===== config.mk =====
export PLATFORM = sky130hd
export DESIGN_NAME = jt12_ring_acc
export DESIGN_NICKNAME = d
export VERILOG_FILES = /design/src/rtl/jt12_ring_pkg.sv /design/src/rtl/jt12_ring_alu.sv /design/src/rtl/jt12_ring_acc.sv
export SDC_FILE = /design/constraint.sdc
export NUM_CORES = 1
export LEC_CHECK = 0
export ABC_CLOCK_PERIOD_IN_PS = 2400
export BUFFER_PORTS_ARGS = -buffer_cell sky130_fd_sc_hd__buf_2
export CAP_MARGIN = 20
export CORE_MARGIN = 3
export CORE_UTILIZATION = 50
export CTS_CLUSTER_DIAMETER = 40
export DETAILED_ROUTE_END_ITERATION = 8
export GPL_ROUTABILITY_DRIVEN = 0
export PLACE_DENSITY = 0.68
export RECOVER_POWER = 100
export SYNTH_ARGS = -nofsm -noshare
export SYNTH_HDL_FRONTEND = slang
export SYNTH_SLANG_ARGS = --single-unit

===== constraint.sdc =====
create_clock -name clk -period 2.4 [get_ports clk]
set_input_delay 0.24 -clock clk [delete_from_list [all_inputs] [get_ports clk]]
set_output_delay 0.24 -clock clk [all_outputs]
set_load 0.05 [all_outputs]

===== src/rtl/jt12_ring_pkg.sv =====
// Shared helpers for jt12 channel rings: slot width and reset-pattern values.
// Pure constants and functions; no logic and no latency.
package jt12_ring_pkg;

    function automatic int clog2(input int n);
        int r;
        r = 0;
        for (int i = 0; i < 31; i++) begin
            if ((1 << i) < n) r = i + 1;
        end
        return r;
    endfunction

    // A one-channel index still needs a 1-bit port.
    function automatic int slot_w(input int stages);
        return (clog2(stages) < 1) ? 1 : clog2(stages);
    endfunction

    // Callers truncate the result to their own data width.
    function automatic int rst_val(input int k, input int base, input int step);
        return base + k * step;
    endfunction

endpackage


===== src/rtl/jt12_ring_alu.sv =====
// Ring ALU: clear, load or add (wrap or saturate) with carry out; purely combinational.
// Zero latency and no flow control; the caller registers the result.
module jt12_ring_alu
    import jt12_ring_pkg::*;
#(
    parameter int WIDTH = 8,
    parameter int SAT   = 0
) (
    input  logic [WIDTH-1:0] i_din,
    input  logic [WIDTH-1:0] i_add,
    input  logic [WIDTH-1:0] i_load_val,
    input  logic             i_clr,
    input  logic             i_load,
    output logic [WIDTH-1:0] o_dout,
    output logic             o_carry
);

    logic [WIDTH:0] w_sum;

    assign w_sum = {1'b0, i_din} + {1'b0, i_add};

    always_comb begin
        o_dout  = w_sum[WIDTH-1:0];
        o_carry = 1'b0;
        if (i_clr) begin
            o_dout = '0;
        end else if (i_load) begin
            o_dout = i_load_val;
        end else begin
            o_carry = w_sum[WIDTH];
            if (SAT != 0 && w_sum[WIDTH]) o_dout = '1;
        end
    end

endmodule


===== src/rtl/jt12_ring_acc.sv =====
// Circular per-channel accumulator ring; ALU result appears on dout one enabled cycle later.
// clk_en low freezes every register (ring, slot, ovf); no other backpressure.
module jt12_ring_acc
    import jt12_ring_pkg::*;
#(
    parameter int WIDTH    = 8,
    parameter int STAGES   = 6,
    parameter int RST_BASE = 10,
    parameter int RST_STEP = 10,
    parameter int SAT      = 0,
    localparam int SW      = slot_w(STAGES)
) (
    input  logic             clk,
    input  logic             rst,
    input  logic             clk_en,
    input  logic [WIDTH-1:0] add,
    input  logic             load,
    input  logic [WIDTH-1:0] load_val,
    input  logic             clr,
    output logic [SW-1:0]    slot,
    output logic             sync,
    output logic [WIDTH-1:0] dout,
    output logic [SW-1:0]    dout_slot,
    output logic             ovf
);

    localparam logic [SW-1:0] LAST_SLOT = SW'(STAGES - 1);

    logic [WIDTH-1:0] r_ring [STAGES];
    logic [SW-1:0]    r_slot;
    logic [SW-1:0]    r_dout_slot;
    logic             r_ovf;
    logic [WIDTH-1:0] w_alu;
    logic             w_carry;

    jt12_ring_alu #(
        .WIDTH (WIDTH),
        .SAT   (SAT)
    ) u_alu (
        .i_din      (r_ring[0]),
        .i_add      (add),
        .i_load_val (load_val),
        .i_clr      (clr),
        .i_load     (load),
        .o_dout     (w_alu),
        .o_carry    (w_carry)
    );

    // Stage 0 is the ALU input; stage 1 holds the freshly computed channel value.
    always_ff @(posedge clk) begin
        if (rst) begin
            for (int k = 0; k < STAGES; k++) begin
                r_ring[k] <= WIDTH'(rst_val(k, RST_BASE, RST_STEP));
            end
            r_slot      <= '0;
            r_dout_slot <= '0;
            r_ovf       <= 1'b0;
        end else if (clk_en) begin
            r_ring[0] <= r_ring[STAGES-1];
            r_ring[1] <= w_alu;
            for (int k = 1; k < STAGES - 1; k++) begin
                r_ring[k+1] <= r_ring[k];
            end
            r_slot      <= (r_slot == LAST_SLOT) ? '0 : r_slot + 1'b1;
            r_dout_slot <= r_slot;
            r_ovf       <= w_carry;
        end
    end

    assign slot      = r_slot;
    assign sync      = (r_slot == '0);
    assign dout      = r_ring[1];
    assign dout_slot = r_dout_slot;
    assign ovf       = r_ovf;

endmodule


# After elaboration in Yosys (flattened, before gate mapping)
# Memory sizes are Yosys's and may differ from the RTL's.
# Index checks and enable logic that the tools add are counted.
[op_classes] reduce_logical=1 eq_ne=1 muxes=16 bitwise_logic=6 addsub=2
[ops] cell="8-bit 2-to-1 mux" count=8
[ops] cell="8-bit by 8-bit adder with 9-bit output" count=1
[ops] cell="1-bit 2-to-1 mux" count=7
[ops] cell="1-bit OR" count=6
[ops] cell="3-bit by 1-bit adder with 3-bit output (second input constant)" count=1
[ops] cell="3-bit == test (second input constant)" count=1
[ops] cell="3-bit logical NOT" count=1
[ops] cell="3-bit 2-to-1 mux" count=1
[totals] out_inout_bits=16 ramBits=48 register_bits=7 in_bits=21 wordCells=30 memories=1
[memory_table] name="r_ring" depth=6 width=8 read_ports=6 rd_ports_with_merged_regs=0 write_ports=6 line_no="jt12_ring_acc.sv:29" source="logic [WIDTH-1:0] r_ring [STAGES];"

# Longest topological paths before layout
[depth] depth_word=4 mapped_depth=8

# Hierarchy
# A second synthesis with hierarchy kept.
[unflattened] hier_cells=190 area_unflattened_um2=2514.9
[modules_own_cells] mod="jt12_ring_acc" instances=1 cells_per_inst=130 area_each_um2=2083.2 seq_area_each_um2=1581.5
[modules_own_cells] mod="jt12_ring_alu" instances=1 cells_per_inst=60 area_each_um2=431.7 seq_area_each_um2=0.0

# Least setup slack after synthesis
# No wires, ideal clock.
[synth_path] kind="flip-flop to output port" from="register r_slot[2], in the netlist slot[2]" to="output port sync" stages_incl_launch_ff=2 path_slack_ns=0.494 t_arrival_ns=1.666 path_cell_list="dfxtp_1 > nor3_1"
[synth_via] elab_chain_cells=1
[synth_lines] element="start, declared" line_no="jt12_ring_acc.sv:30" source="logic [SW-1:0] r_slot;"
[synth_lines] element="start signal, assigned" line_no="jt12_ring_acc.sv:64" source="r_slot <= (r_slot == LAST_SLOT) ? '0 : r_slot + 1'b1;"
[synth_lines] element="3-bit logical NOT" line_no="jt12_ring_acc.sv:71" source="assign sync = (r_slot == '0);"
[synth_lines] element="end, declared" line_no="jt12_ring_acc.sv:21" source="output logic sync,"
# No other way between the ends.

==> results.md <==
- Overall die height: 76.2 microns
- Net Count, Synth: 220
- Final Non-Filler Cells: 292
- Number of detailed-route iterations in the first pass: 4
- CTS Buffer Depth: 2
- Post-Syn Area per Cell: 13.0 sq um
- Setup Fix Bufs, Post-CTS: 0
- Reg2reg setup slack: 290 ps
- Crit-path slowest cell: nor2b_1
- Total of max-cap violations: 0
- Overall die area: 5810 sq um
- WHS Path Cells: 2
- Cell Pwr Density: 679 nW/um^2
- DRT antenna net count: 0
- Clk sinks: 55
- Row cnt: 24
- Mapped Cells: 190
- Vias per Instance: 5.55
- Status: complete, no violations
- Worst hold path type: input pin to flop
- Reg clk slew, reported paths: 90 ps
- IO Pins: 37
- Pre-CTS setup slack: 321 ps
- Peak Freq: 469 MHz
- WS Path Type: input pin to flop
- GRT Residual Overflow: 0
- R2R Path Start: r_ring[0][0]$_SDFFCE_PN0P_
- Hold path startpoint: rst
- Worst-Margin Slew: 1110 ps
- WHS Endpoint: dout_slot[0]$_SDFFE_PP0P_
- Final hold vios: 0
- Post-DP HPWL: 3.49 mm
- Global-route usage over all layers: 0.177
- Dominant cell type by area after synthesis: edfxtp_1
- Data required, critical path: 2570 ps
- Synth-to-layout area growth: 11.1%
- IO Port Bufs: 36
- Fillers: 384
- Tcrit/Tclk final: 0.888
- Iter 0 DRT Violations: 83
- Worst EP arrival: 2300 ps
- N_diodes: 0
- Clock root buffer: clkbuf_8
- Layout cells sized above 1: 0.128
- Ranking of synthesized cells by area: edfxtp_1 (58%), and2_1 (6.3%), dfxtp_1 (5.7%)
- Crit path buffers/inverters: 1
- Setup TNS Final: 0 ps
- Max FO, Critical Path: 18
- Final nets: 256
- Max stage delay on crit path: 890 ps
- Sequential area share after synthesis: 0.641
- Post-CTS resize count: 0
- CP Launch Type: input pin
- Core area: 4560 sq um
- Hold Buf Count CTS: 0
- Worst Setup Slack, final: 268 ps
- Pin count of the biggest net entering global routing: 40
- Rel. slew slack: 0.258
- CTS buffer count: 5
- Final setup fails: 0
- Initial core utilization: 0.540
- Hold slack: 186 ps
- Crit path capture type: flop
- Total power: 0.00186 W
- CTS tree: built
- Number of synthesized register bits: 55
- Synth Warn #: 0
- Worst Skew: 6.63 ps
- Cell Count Post-Placement: 284
- Critical R2R Capture: r_ring[1][6]$_SDFFCE_PP0P_
- Final max-slew violation count: 0
- WL/cell: 16.3 microns
- H-tree level count: 2
- Vias: 1,621
- CP cell instances: buf_2, nor2b_1, nand2b_2, or4_1, nand3_1
- Crit path time final: 2130 ps
- RSZ-0062 raised after global routing: false
- Initial antenna violation count: 0
- Total wire length: 4.75 mm
- Yosys cell types: 37
- First-pass GRT wire length: 7.94 mm
- Delay-heaviest family, CP: simple AND/OR/NAND/NOR gates
- Worst-Skew Late Latency: 300 ps
- Vias in the first global route: 1,565
- Die W: 76.2 microns
- Reg2Reg Depth: 8
- Post-synth top area share: 0.584
- LEAKAGE: 1.01 nW
- # DRC: 0
- Synthesized area: 2470 sq um
- Worst vdd ir: 0.370 mV
==> how the worst max path moves through the flow <==
stage | from | end | slack [ps] | depth (start not counted)
CTS | r_ring[0][0]$_SDFFCE_PN0P_ | r_ring[1][6]$_SDFFCE_PP0P_ | 300 | 8
finish | clk_en | r_ring[1][5]$_SDFFCE_PP0P_ | 270 | 5
floorplan | slot[2]$_SDFFE_PP0P_ | sync | 490 | 1
global placement | add[0] | r_ring[1][6]$_SDFFCE_PP0P_ | 410 | 9
global route | clk_en | r_ring[1][7]$_SDFFCE_PP0P_ | 70 | 5
detailed placement | r_ring[0][0]$_SDFFCE_PN0P_ | r_ring[1][6]$_SDFFCE_PP0P_ | 320 | 8
==> synth_stat cells, drive strengths merged <==
library cell and n:
dfxtp 7, nor2b 4, nand4 1, o21ai 7, buf 4, o31a 1
clkbuf 5, and2 25, nand2b 15, or2b 2, a31oi 2, nand3 4
o22ai 1, mux2i 3, o21a 1, or4 4, o41ai 1, nand2 3
o211a 1, inv 4, ha 8, fa 1, edfxtp 48, nor3b 1
xnor2 1, a2111oi 1, nand4b 1, nor3 5, a211oi 3, nor2 15
nor4b 3, a21o 1, a21oi 7
==> stage by stage <==
| stage | instance area [sq um] | util |
|---|---|---|
| CTS | 2790 | 0.611 |
| global placement | 2710 | 0.593 |
| detailed placement | 2710 | 0.593 |
| global route | 2740 | 0.600 |
| finish | 2740 | 0.600 |
| floorplan | 2470 | - |
==> metal layers <==
layer | track usage | routed length (microns)
met3 | 0.0437 | 407
met1 | 0.240 | 2000
met4 | 0.0688 | 117
met5 | 0 | 0
met2 | 0.276 | 2220
==> logic make-up (layout without fill, tap and decap cells) <==
logic type / count (synthesis) / after routing / share of synthesized area
and+or+nand+nor: 83 / 83 / 0.199
DFF: 55 / 55 / 0.641
AOI/OAI and AO/OA: 26 / 26 / 0.0685
buffers and inverters: 13 / 50 / 0.0264
adders and majority gates: 9 / 9 / 0.0487
muxes: 3 / 3 / 0.0122
xor gates and xnor gates: 1 / 1 / 0.00355
==> placed cells by master, fill, tap and decap left out, types with 2 or more instances in the layout <==
| master | instances |
|---|---|
| clkbuf_2 | 2 |
| a31oi_1 | 2 |
| a21oi_1 | 7 |
| clkbuf_1 | 17 |
| a211oi_1 | 3 |
| mux2i_1 | 3 |
| clkbuf_8 | 5 |
| ha_1 | 8 |
| nand2b_1 | 14 |
| edfxtp_1 | 48 |
| nand3_1 | 4 |
| or2b_1 | 2 |
| or4_1 | 4 |
| inv_1 | 4 |
| dfxtp_1 | 7 |
| nor2b_1 | 4 |
| nor4b_1 | 3 |
| nand2_1 | 3 |
| and2_1 | 14 |
| nor2_1 | 15 |
| buf_2 | 20 |
| and2_0 | 11 |
| o21ai_0 | 7 |
| nor3_1 | 5 |
==> flip-flops by register name (all words and copies together) (netlist names) <==
register   cells
dout_slot      3
ovf            1
r_ring        48
slot           3
==> final cells by class <==
class	instances	area (sq um)	share of cell area
Sequential cell	55	1580	0.577
Multi-Input combinational cell	122	806	0.294
Timing Repair Buffer	38	170	0.0621
Tap cell	65	81.3	0.0297
Clock buffer	6	72.6	0.0265
Inverter	4	15.0	0.00548
Clock inverter	2	12.5	0.00457
==> worst register-to-register path, delay by kind of cell (launching register included) <==
family | cells | cell delay [ps]
adders and majority gates | 2 | 560
AOI/OAI and AO/OA | 2 | 310
buffers and inverters | 1 | 70
and+or+nand+nor | 3 | 710
DFF | 1 | 340
==> power by group <==
part           internal (W)  switching (W)  total (W)
clock network      0.000205       0.000285   0.000490
registers           0.00110      0.0000203    0.00112
logic             0.0000789       0.000172   0.000251
Note: power is estimated with default switching activity, not from simulation.
